$ cat config.mk
export PLATFORM = sky130hd
export DESIGN_NAME = bird_column
export DESIGN_NICKNAME = d
export VERILOG_FILES = /design/src/rtl/bird_column.sv
export SDC_FILE = /design/constraint.sdc
export NUM_CORES = 1
export LEC_CHECK = 0
export BUFFER_PORTS_ARGS = -buffer_cell sky130_fd_sc_hd__buf_2
export CAP_MARGIN = 20
export CORE_AREA = 2 2 63 65
export DETAILED_ROUTE_END_ITERATION = 16
export DIE_AREA = 0 0 65 67
export PLACE_DENSITY = 0.72
export REMOVE_ABC_BUFFERS = 1
export SLEW_MARGIN = 10
export SYNTH_ARGS = -nofsm -noshare
export SYNTH_HDL_FRONTEND = slang
export SYNTH_SLANG_ARGS = --single-unit
$ cat constraint.sdc
create_clock -name clock -period 6.6 [get_ports clock]
set_clock_uncertainty 0.15 [all_clocks]
set_input_delay 1.32 -clock clock [delete_from_list [all_inputs] [get_ports clock]]
set_output_delay 1.32 -clock clock [all_outputs]
set_load 0.01 [all_outputs]
$ cat src/rtl/bird_column.sv
// bird_column: position register for the bird's whole LED column.
// Applies tick-divided gravity and flap lift with ceiling clamping, and detects
// ground hits and pipe collisions against the scroller's obstacle mask.
//
// Ports:
//   clock      system clock
//   reset      asynchronous active-low reset
//   KEY0       flap button (synchronised, active-high); rising edge detected here
//   pipeMask   obstacle rows at the bird's x-position, bit i = row i
//   lightOn    one-hot bird row for the display driver (registered)
//   groundOut  one-cycle pulse on ground hit
//   crash      one-cycle pulse on pipe collision
//   dead       high while in DEAD
//   flying     high while in FLY
module bird_column #(
    parameter int unsigned ROWS      = 8,
    parameter int unsigned TICK_DIV  = 1792,
    parameter int unsigned FLAP_ROWS = 1,
    parameter int unsigned START_ROW = 4
) (
    input  logic            clock,
    input  logic            reset,
    input  logic            KEY0,
    input  logic [ROWS-1:0] pipeMask,
    output logic [ROWS-1:0] lightOn,
    output logic            groundOut,
    output logic            crash,
    output logic            dead,
    output logic            flying
);

    localparam int unsigned PosW = $clog2(ROWS);
    localparam int unsigned CntW = (TICK_DIV > 1) ? $clog2(TICK_DIV) : 1;

    localparam logic [PosW-1:0] StartPos   = PosW'(START_ROW);
    localparam logic [PosW:0]   TopRow     = (PosW+1)'(ROWS - 1);
    localparam logic [PosW:0]   Lift       = (PosW+1)'(FLAP_ROWS);
    localparam logic [CntW-1:0] CntMax     = CntW'(TICK_DIV - 1);
    localparam logic [ROWS-1:0] StartLight = ROWS'(1) << START_ROW;

    typedef enum logic [1:0] {StIdle, StFly, StDead} state_e;

    state_e            state_q, state_d;
    logic [PosW-1:0]   pos_q, pos_d;
    logic [CntW-1:0]   cnt_q, cnt_d;
    logic              pend_q, pend_d;
    logic              key_q;
    logic [ROWS-1:0]   light_q;
    logic              ground_q, ground_d;
    logic              crash_q, crash_d;
    logic              dead_q;
    logic              flying_q;

    logic              tick;
    logic              flap_edge;
    logic              flap;
    logic [PosW:0]     lift_sum;
    logic [PosW-1:0]   lifted;
    logic [PosW-1:0]   next_pos;

    assign tick      = (cnt_q == CntMax);
    assign flap_edge = KEY0 & ~key_q;
    // A flap edge arriving on the tick cycle itself still counts for this tick.
    assign flap      = pend_q | flap_edge;

    // One bit wider than pos so the lift can never wrap before clamping.
    assign lift_sum  = {1'b0, pos_q} + Lift;
    assign lifted    = (lift_sum > TopRow) ? TopRow[PosW-1:0] : lift_sum[PosW-1:0];

    assign cnt_d     = tick ? '0 : cnt_q + 1'b1;

    always_comb begin
        state_d  = state_q;
        pos_d    = pos_q;
        pend_d   = pend_q;
        ground_d = 1'b0;
        crash_d  = 1'b0;
        next_pos = pos_q;

        if (tick) begin
            pend_d = 1'b0;
        end

        unique case (state_q)
            StIdle: begin
                pos_d = StartPos;
                if (flap_edge) begin
                    state_d = StFly;
                end
            end
            StFly: begin
                if (flap_edge && !tick) begin
                    pend_d = 1'b1;
                end
                if (tick) begin
                    if (flap) begin
                        next_pos = lifted;
                    end else if (pos_q != '0) begin
                        next_pos = pos_q - 1'b1;
                    end
                    pos_d = next_pos;
                    // Crash wins over a simultaneous ground hit.
                    if (pipeMask[next_pos]) begin
                        crash_d = 1'b1;
                        state_d = StDead;
                    end else if (!flap && pos_q == '0) begin
                        ground_d = 1'b1;
                        state_d  = StDead;
                    end
                end else if (pipeMask[pos_q]) begin
                    // Pipe scrolled onto the bird between ticks.
                    crash_d = 1'b1;
                    state_d = StDead;
                end
            end
            StDead: begin
                if (flap_edge) begin
                    state_d = StIdle;
                    pos_d   = StartPos;
                    pend_d  = 1'b0;
                end
            end
            default: begin
                state_d = StIdle;
                pos_d   = StartPos;
            end
        endcase
    end

    always_ff @(posedge clock or negedge reset) begin
        if (!reset) begin
            state_q  <= StIdle;
            pos_q    <= StartPos;
            cnt_q    <= '0;
            pend_q   <= 1'b0;
            key_q    <= 1'b0;
            light_q  <= StartLight;
            ground_q <= 1'b0;
            crash_q  <= 1'b0;
            dead_q   <= 1'b0;
            flying_q <= 1'b0;
        end else begin
            state_q  <= state_d;
            pos_q    <= pos_d;
            cnt_q    <= cnt_d;
            pend_q   <= pend_d;
            key_q    <= KEY0;
            light_q  <= ROWS'(1) << pos_d;
            ground_q <= ground_d;
            crash_q  <= crash_d;
            dead_q   <= (state_d == StDead);
            flying_q <= (state_d == StFly);
        end
    end

    assign lightOn   = light_q;
    assign groundOut = ground_q;
    assign crash     = crash_q;
    assign dead      = dead_q;
    assign flying    = flying_q;

endmodule
Yosys cells after proc, flatten, opt, wreduce, memory -nomap -nowiden:

Index checks and enable logic that the tools add are counted.

* bits in registers: 30
* bits in latches: 0
* memory bits (writable): 0
* ROM bits: 0
* input port bits: 11
* output and inout bits: 12
* word-level logic and storage cells: 64
* memories kept: 0

* $add $sub $neg: 3
* multiply operators: 0
* div/mod/pow operators: 0
* magnitude comparators: 3
* eq/ne operators: 5
* shift-type cells: 1
* multiplexer cells: 32
* bitwise gates (word level): 3
* reductions and logical operators: 7

Operators with widths (number)
* 3-bit 2-to-1 mux: 7
* 1-bit 2-to-1 mux: 13
* 2-bit 2-to-1 mux: 6
* 11-bit by 1-bit adder with 11-bit output, second input constant: 1
* 11-bit == test, second input constant: 1
* 11-bit 2-to-1 mux: 1
* 3-bit by 4-bit less-than comparator with 1-bit output, second input constant: 2
* 1-bit by 3-bit left shift with 8-bit output, first input constant: 1
* 1-bit binary-select mux with 3-bit select: 2
* 2-bit case mux with 3 select lines: 1
* 3-bit case mux with 2 select lines: 1
* 3-bit by 1-bit adder with 4-bit output, second input constant: 1
* 2-bit by 1-bit == test with 1-bit output, second input constant: 2
* 2-bit == test, second input constant: 2
* 4-bit by 3-bit greater-than comparator with 1-bit output, second input constant: 1
* 3-bit zero test: 1
* 3-bit nonzero test: 1
* 3-bit by 1-bit subtractor with 3-bit output, second input constant: 1
* 1-bit logical AND: 2
* 1-bit zero test: 2
* 2-bit zero test: 1
* 1-bit case mux with 2 select lines: 1
* 1-bit bitwise AND: 1
* 1-bit NOT: 1
* 1-bit OR: 1

Logic depth before layout (Yosys ltp):

Gate-level depths: netlist of the first run.

* depth after elaboration: 12
* mapped depth: 10
* mapped depth without buffers: 9

Worst setup path before layout of the first run:

No wires, ideal clock.

* path kind: input-to-reg
* start point: input port KEY0
* end point: register flying_q, in the netlist flying
* setup time: 0.126 ns
* data arrival time: 2.871 ns
* data required time: 6.324 ns
* setup slack: 3.453 ns
* cell stages on the path: 8
* path through: nor2b_2 buf_6 nor4b_2 a211oi_2 or2_1 a311oi_2 nor4_4 o311a_1

* cells in the longest elaborated chain, start to end: 11
* elaborated cells between the ends (all ways): 16
* classes of those cells: eq/ne (1); mux (11); bitwise (2); reduce/logical (2)

RTL lines
* start, declared: line 23 `input logic KEY0,`
* 1-bit bitwise AND *: line 62 `assign flap_edge = KEY0 & ~key_q;`
* 1-bit OR: line 64 `assign flap = pend_q | flap_edge;`
* 3-bit 2-to-1 mux: line 96 `if (flap) begin`
* 3-bit 2-to-1 mux: line 95 `if (tick) begin`
* 3-bit 2-to-1 mux: line 84 `unique case (state_q)`
* 1-bit binary-select mux with 3-bit select: line 103 `if (pipeMask[next_pos]) begin`
* 1-bit 2-to-1 mux (implied by the code): line 103
* 2-bit 2-to-1 mux: line 103
* 2-bit 2-to-1 mux: line 95
* 2-bit case mux with 3 select lines *: line 84
* 2-bit by 1-bit == test with 1-bit output *: line 152 `flying_q <= (state_d == StFly);`
* end signal, assigned: line 152
* end, declared: line 52 `logic flying_q;`

Mark *: on every way between the ends. The rest lies on a longest branch, timed or not. The select of a mux whose other input is x is not followed.

Final worst setup path of the first run:

Ends and elaborated chain as after synthesis.

==> results.cfg, run 1 <==
[status]
run_status = completed

[global_route]
overflow = 0
grtUsageTotal = 0.189
grt_pass1_vias = 1382
grt_start_max_net_pins = 31
grt_pass1_wl_um = 6150
grt_antenna_before_repair = 0

[worst_setup_path]
endpoint_kind = flip-flop
crit_type = primary input to flip-flop
crit_arrival_ns = 3.23
startpoint_type = primary input
worstPathRequired_ns = 6.61
crit_fanout = 9

[routing]
wl_per_cell_um = 14.5
via_count = 1383
drt-pass1-iter-count = 4
routed_wl_um = 3660
drc = 0
ant_nets = 0
drtIter0Drc = 54
viasPerCell = 5.49

[sta]
finalHoldViolCount = 0
fmax_mhz = 311
timing.slew.headroom = 0.579
report.final.slew_viol_count = 0
fin_crit_sh = 0.488
hold_ws_ns = 0.348
grt_setup_unrepaired = false
setup_violations = 0
tns_ns = 0
finalCriticalPeriod_ns = 3.22
tightest_slew_ns = 0.632

[die]
start_util = 0.516
die_w_um = 65
row_count = 22
die_area_mm2 = 0.00436
fp.coreArea_mm2 = 0.00361
io_pins = 23
fp.dieH_um = 67

[cts]
cts_max_level = 2
clkTransAtPathRegs_ns = 0.06
cts_tree = done
cts_buffers = 5
holdBufCountCts = 0
clk_latency_ns = 0.28
cts_setup_buffers = 0
cts_resized = 0
clkSinkCount = 30
root_buffer = clkbuf_8
clockBufferDepth = 2

[synth]
async_flop_share = 1.00
syn_area_mm2 = 0.00186
yosys_warnings = 0
netlist_instances = 178
synth-seq-area-share = 0.405
synth_edf_count = 0
synth_cell_types = 56
synth-seq-cells = 30
syn_avg_cell_area_um2 = 10.5
ys.flop_type = dfrtp_1

[power]
p_comb_frac = 0.393
max-vdd-ir-drop_mv = 0.161
powerDensity_mw_per_mm2 = 305
switching_power_mw = 0.240
sequentialPowerShare = 0.368
switching_share = 0.377
p_clk_frac = 0.238
leakage_nw = 0.992
p_int_mw = 0.396

[place]
dp_cells = 244
place.gp.congestion = 0.921
io_buffers = 22
post-dp-hpwl_um = 2830

[layout]
fin_cells = 252
syn2layout_area_growth_pct = 12.2
nets = 222
num-fill-cells = 305
drive_above_1_share = 0.289
antennaDiodeCount = 0

[hold_path]
hp-class = flip-flop to flip-flop

[job]
cap_violations = 0
## sequential cells by signal (all words and copies together) (netlist names)
register and count:
dead 1, groundOut 1, flying 1, cnt_q 11, pend_q 1, crash 1
pos_q 3, lightOn 8, key_q 1, state_q 2
## critical path, stage by stage
cell and delay, ns:
buf_2 0.09, nor2b_2 0.38, o21ai_1 0.10, a221o_1 0.42, and2_4 0.18, a311oi_2 0.31, nor4_4 0.09, o311a_1 0.34
## layout make-up
type / count / area [µm²] / area share
Multi-Input combinational cell: 134 / 1030 / 0.494
Clock buffer: 6 / 82.6 / 0.0396
Sequential cell: 30 / 753 / 0.361
Inverter: 10 / 37.5 / 0.0180
Clock inverter: 2 / 12.5 / 0.00600
Timing Repair Buffer: 22 / 110 / 0.0528
Tap cell: 48 / 60.1 / 0.0288
## layout by cell type (no fill, tap or decap), types with 3 or more instances in the layout
cell type	netlist	layout
a211oi_2	3	3
a21oi_1	7	7
and2_1	3	3
and3_1	5	5
buf_2	1	22
clkbuf_8	0	6
dfrtp_1	28	28
ha_1	8	8
inv_1	8	8
nand2_1	13	13
nand3_1	4	4
nor2_1	21	21
nor3_1	5	5
o211a_1	3	3
o211ai_1	4	4
o21ai_0	4	4
o21ai_1	4	4
xnor2_1	3	3
xor2_1	5	5
## worst paths after layout
check | startpoint | to | slack (ns) | cells past startpoint
max | KEY0 | flying | 3.38 | 8
min | cnt_q[0] | cnt_q[0] | 0.35 | 1
max reg2reg | pos_q[0] | flying | 3.75 | 9
min reg2reg | cnt_q[0] | cnt_q[0] | 0.35 | 1
max in group asynchronous | reset | state_q[1] | 4.98 | 1
min in group asynchronous | reset | cnt_q[6] | 0.91 | 1
## power groups by stage
stage | combinational, mW | clock [mW] | sequential [mW]
floorplan | 0.187 | 0 | 0.239
global placement | 0.246 | 0 | 0.236
detailed placement | 0.250 | 0 | 0.237
CTS | 0.251 | 0.156 | 0.234
global route | 0.278 | 0.166 | 0.238
finish | 0.250 | 0.152 | 0.234
## cell families after synthesis
group                    count (synthesis)  synth area share
AND/OR/NAND/NOR                         72             0.234
AO/OA/AOI/OAI                           40             0.178
flip-flops                              30             0.405
buffers and inverters                   14            0.0410
XOR/XNOR                                 9            0.0464
adder cells (fa/ha/maj)                  8            0.0538
multiplexers                             5            0.0417
## metrics by stage
stage	util	setup WS (ns)	total power [mW]	cell area, µm²
after detailed placement	0.552	3.10	0.488	1990
after global placement	0.552	3.17	0.482	1990
after floorplan	-	3.38	0.426	1820
after global routing	0.579	3.28	0.681	2090
after CTS	0.579	3.40	0.641	2090
final	0.579	3.38	0.636	2090
## synth_stat cells, types with 2 or more instances
master | count | area [µm²]
dfstp_2 | 2 | 52.6
o211ai_1 | 4 | 30.0
o21ai_1 | 4 | 20.0
nor4_4 | 2 | 42.5
a21o_1 | 2 | 15.0
o21ai_0 | 4 | 20.0
buf_6 | 3 | 33.8
o211a_1 | 3 | 30.0
nor4b_2 | 2 | 30.0
nor2b_1 | 2 | 12.5
nor2_1 | 21 | 78.8
xor2_1 | 5 | 43.8
a21boi_2 | 2 | 22.5
xnor2_1 | 3 | 26.3
mux4_2 | 2 | 45.0
nand2_1 | 13 | 48.8
ha_1 | 8 | 100
nor3_1 | 5 | 25.0
mux2_2 | 2 | 22.5
and3_1 | 5 | 31.3
a21oi_1 | 7 | 35.0
nand3_1 | 4 | 20.0
and2_1 | 3 | 18.8
inv_1 | 8 | 30.0
nor4_1 | 2 | 12.5
dfrtp_1 | 28 | 701
a211oi_2 | 3 | 37.5
## metal layers
| metal | up-vias | routed length (µm) | global-route usage |
|---|---|---|---|
| met5 | - | 0 | 0 |
| met4 | 0 | 51 | 0.0638 |
| met3 | 5 | 130 | 0.0490 |
| met2 | 21 | 1860 | 0.330 |
| met1 | 665 | 1620 | 0.225 |
| li1 | 692 | - | - |
(Power assumes the default switching activity.)
==> run 2, diff against run 1 <==
Clock period 6.6 ns to 3.25 ns, I/O delays scaled along.
==> run 2 against run 1 <==
  * Register-to-register slack lost 3.1 ns
  * Combinational power is 110% higher
  * Sequential cell count is the same
  * Critical endpoint is now groundOut
==> results.cfg, run 2 (synthesized netlist as in run 1, its figures left out) <==
[global_route]
grt_antenna_before_repair = 0
overflow = 0
grtUsageTotal = 0.194
grt_pass1_wl_um = 6350
grt_start_max_net_pins = 31
grt_pass1_vias = 1418

[cts]
holdBufCountCts = 0
cts_resized = 0
clk_latency_ns = 0.28
root_buffer = clkbuf_8
clkTransAtPathRegs_ns = 0.07
clockBufferDepth = 2
cts_buffers = 5
cts_tree = done
cts_setup_buffers = 0
clkSinkCount = 30
cts_max_level = 2

[layout]
drive_above_1_share = 0.300
antennaDiodeCount = 0
fin_cells = 255
mostFrequentLayoutCell = dfrtp_1
largest_reg_flops = 11
top_register = cnt_q
syn2layout_area_growth_pct = 13.4
design_area_mm2 = 0.00211
mostFrequentLayoutCells = dfrtp_1, buf_2, nor2_1, nand2_1
final_util = 0.585
nets = 225

[routing]
ant_nets = 0
wl_per_cell_um = 14.9
drtIter0Drc = 42
routed_wl_um = 3800
via_count = 1456
drc = 0
viasPerCell = 5.71
drt-pass1-iter-count = 4

[place]
placed_area_mm2 = 0.00201
place.gp.congestion = 0.947
dp_cells = 247
preCtsSetupSlack_ns = 0.370
post-dp-hpwl_um = 2960
io_buffers = 22

[worst_setup_path]
critPathSlowestCell = a221o_1
crit_fanout = 9
path_buf_inv = 1
crit_arrival_ns = 2.63
endpoint_kind = flip-flop
cpPeakStageDelay_ns = 0.42
crit_cells = 8
reg2reg_from = pos_q[0]
startpoint_type = primary input
reg2reg_depth = 9
r2r-end = groundOut
crit_type = primary input to flip-flop
crit_chain = buf_2 -> nor2b_2 -> o21ai_1 -> a221o_1 -> a211oi_1 -> a311oi_2 -> nor2_1 -> nor4b_1
path_delay_family = compound AO/OA/AOI/OAI gates
worstPathRequired_ns = 3.25
r2r_slack_ns = 0.66

[sta]
hold_ws_ns = 0.229
timing.slew.headroom = 0.588
finalHoldViolCount = 0
report.final.slew_viol_count = 0
fmax_mhz = 380
grt_setup_unrepaired = false
tightest_slew_ns = 0.618
setup_violations = 0
fin_ws_ns = 0.620
fin_crit_sh = 0.809
tns_ns = 0
finalCriticalPeriod_ns = 2.63

[power]
powerDensity_mw_per_mm2 = 616
max-vdd-ir-drop_mv = 0.365
leakage_nw = 1.01
p_total_mw = 1.30

[die]
die_w_um = 65
io_pins = 23
start_util = 0.516
fp.dieH_um = 67
fp.coreArea_mm2 = 0.00361
row_count = 22
die_area_mm2 = 0.00436

[job]
cap_violations = 0

[hold_path]
hp-class = primary input to asynchronous set/reset pin

[status]
run_status = completed
-- run 2: cell types whose count changed in the layout (fill, tap and decap cells not counted), sizes merged --
cell  change
buf       +3
-- run 2: cell type report --
class                   count  area (µm²)
repair buffers             25         133
well taps                  48        60.1
fillers                   316        1500
multi-input cells         134        1030
flip-flops and latches     30         753
clock buffers               6        82.6
inverters                  10        37.5
clock inverters             2        12.5
-- run 2: metal layers --
layer	share of wire	global-route usage	up-vias
li1	-	-	694
met1	0.44	0.233	721
met2	0.51	0.339	37
met3	0.039	0.0557	4
met4	0.0095	0.0559	0
met5	0	0	-
-- run 2: worst max path at each step --
| stage | from | endpoint | slack (ns) |
|---|---|---|---|
| CTS | KEY0 | flying | 0.67 |
| global route | pos_q[1] | flying | 0.49 |
| global placement | KEY0 | flying | 0.49 |
| finish | KEY0 | groundOut | 0.62 |
| floorplan | KEY0 | flying | 0.70 |
| detailed placement | KEY0 | flying | 0.37 |
-- run 2: worst reg2reg max path: stages, from the launching register on --
cell and delay [ns]:
dfrtp_1 0.38, inv_1 0.12, ha_1 0.26, nor2b_4 0.21, xnor2_2 0.11, o21ai_4 0.21, mux2i_1 0.35, a211oi_2 0.15
nor2_1 0.17, nor4b_1 0.34
-- run 2: report_power, final --
group | internal, mW | switching (mW)
clock network | 0.170 | 0.139
logic | 0.208 | 0.306
registers | 0.427 | 0.0500
==> run 3, diff against run 2 <==
Clock period 3.25 ns to 2.8 ns, I/O delays scaled along.
==> run 3 against run 2 <==
  * Via count decreased by 1.2%
  * Combinational power increased by 16%
  * First-iteration DRC count increased by 38%
  * Clock-buffer cell count unchanged
  * Wire length increased by 2.6%
  * Setup slack got worse by 0.45 ns
  * Sequential share of layout area decreased by 0.13 points
  * Sequential power increased by 16%
  * Register-to-register slack got worse by 0.49 ns
  * Clock power increased by 16%
  * Sequential cell count unchanged
  * Non-clock buffer count increased by 1
  * Critical path type is now flip-flop to flip-flop
  * Largest power group unchanged
==> results.cfg, run 3 (synthesized netlist as in run 1, its figures left out) <==
[status]
run_status = completed

[sta]
grt_setup_unrepaired = false
fmax_mhz = 381
setup_violations = 0
finalCriticalPeriod_ns = 2.63
tns_ns = 0
fin_ws_ns = 0.174
report.final.slew_viol_count = 0
hold_ws_ns = 0.148
timing.slew.headroom = 0.579
tightest_slew_ns = 0.631
fin_crit_sh = 0.938
finalHoldViolCount = 0

[global_route]
grt_start_max_net_pins = 31
grt_pass1_wl_um = 6640
overflow = 0
grtUsageTotal = 0.203
grt_pass1_vias = 1402
grt_antenna_before_repair = 0

[place]
place.gp.congestion = 0.903
preCtsSetupSlack_ns = 0.0490
io_buffers = 22
placed_area_mm2 = 0.00202
post-dp-hpwl_um = 2970
dp_cells = 248

[layout]
final_util = 0.587
fin_cells = 256
mostFrequentLayoutCell = dfrtp_1
mostFrequentLayoutCells = dfrtp_1, buf_2, nor2_1, nand2_1
antennaDiodeCount = 0
drive_above_1_share = 0.303
syn2layout_area_growth_pct = 13.8
nets = 226
largest_reg_flops = 11
top_register = cnt_q
design_area_mm2 = 0.00212

[worst_setup_path]
reg2reg_depth = 9
r2r_slack_ns = 0.17
crit_arrival_ns = 2.69
endpoint_kind = flip-flop
crit_type = flip-flop to flip-flop
reg2reg_from = pos_q[0]
worstPathRequired_ns = 2.87
r2r-end = flying
crit_fanout = 4
startpoint_type = flip-flop

[job]
cap_violations = 0

[cts]
root_buffer = clkbuf_8
clockBufferDepth = 2
clkTransAtPathRegs_ns = 0.07
cts_tree = done
cts_setup_buffers = 0
cts_resized = 0
clkSinkCount = 30
clk_latency_ns = 0.28
cts_max_level = 2
cts_buffers = 5
holdBufCountCts = 0

[routing]
routed_wl_um = 3900
drc = 0
via_count = 1438
drtIter0Drc = 58
drt-pass1-iter-count = 4
viasPerCell = 5.62
wl_per_cell_um = 15.2
ant_nets = 0

[die]
die_area_mm2 = 0.00436
row_count = 22
fp.dieH_um = 67
start_util = 0.516
io_pins = 23
fp.coreArea_mm2 = 0.00361
die_w_um = 65

[power]
leakage_nw = 1.01
p_total_mw = 1.51
powerDensity_mw_per_mm2 = 714
max-vdd-ir-drop_mv = 0.542

[hold_path]
hp-class = primary input to asynchronous set/reset pin
-- run 3: worst max-delay path, cell delays in order, from the launching register on --
cell and delay (ns):
dfrtp_1 0.37, inv_1 0.13, ha_1 0.26, nor2b_4 0.21, xnor2_1 0.10, o211ai_1 0.30, nor4bb_1 0.40, a2111oi_2 0.10
a211oi_2 0.31, o311a_1 0.22
-- run 3: area by class of cell --
class                   instances  area [µm²]
well taps                      48        60.1
repair buffers                 26         140
fillers                       316        1490
clock inverters                 2        12.5
flip-flops and latches         30         753
multi-input cells             134        1030
inverters                      10        37.5
clock buffers                   6        82.6
-- run 3: how the worst max path moves through the flow --
| stage | start | slack [ns] | end | cells past startpoint |
|---|---|---|---|---|
| 2_1_floorplan | pos_q[0] | 0.34 | flying | 9 |
| 3_3_place_gp | KEY0 | 0.12 | flying | 8 |
| 3_5_place_dp | KEY0 | 0.05 | flying | 8 |
| 4_1_cts | pos_q[0] | 0.18 | flying | 9 |
| 5_1_grt | pos_q[1] | 0.005 | flying | 9 |
| 6_report | pos_q[0] | 0.17 | flying | 9 |
-- run 3: layer usage --
layer,global-route usage,wire length (µm),up-vias,share of wire
met1,0.260,1670,696,0.43
li1,-,-,695,-
met5,0,0,-,0
met3,0.0541,251,4,0.064
met2,0.341,1950,43,0.50
met4,0.0479,24,0,0.0062
-- run 3: power breakdown --
group	switching, mW	internal, mW
sequential	0.0590	0.496
combinational	0.357	0.242
clock	0.160	0.197
total	0.576	0.934
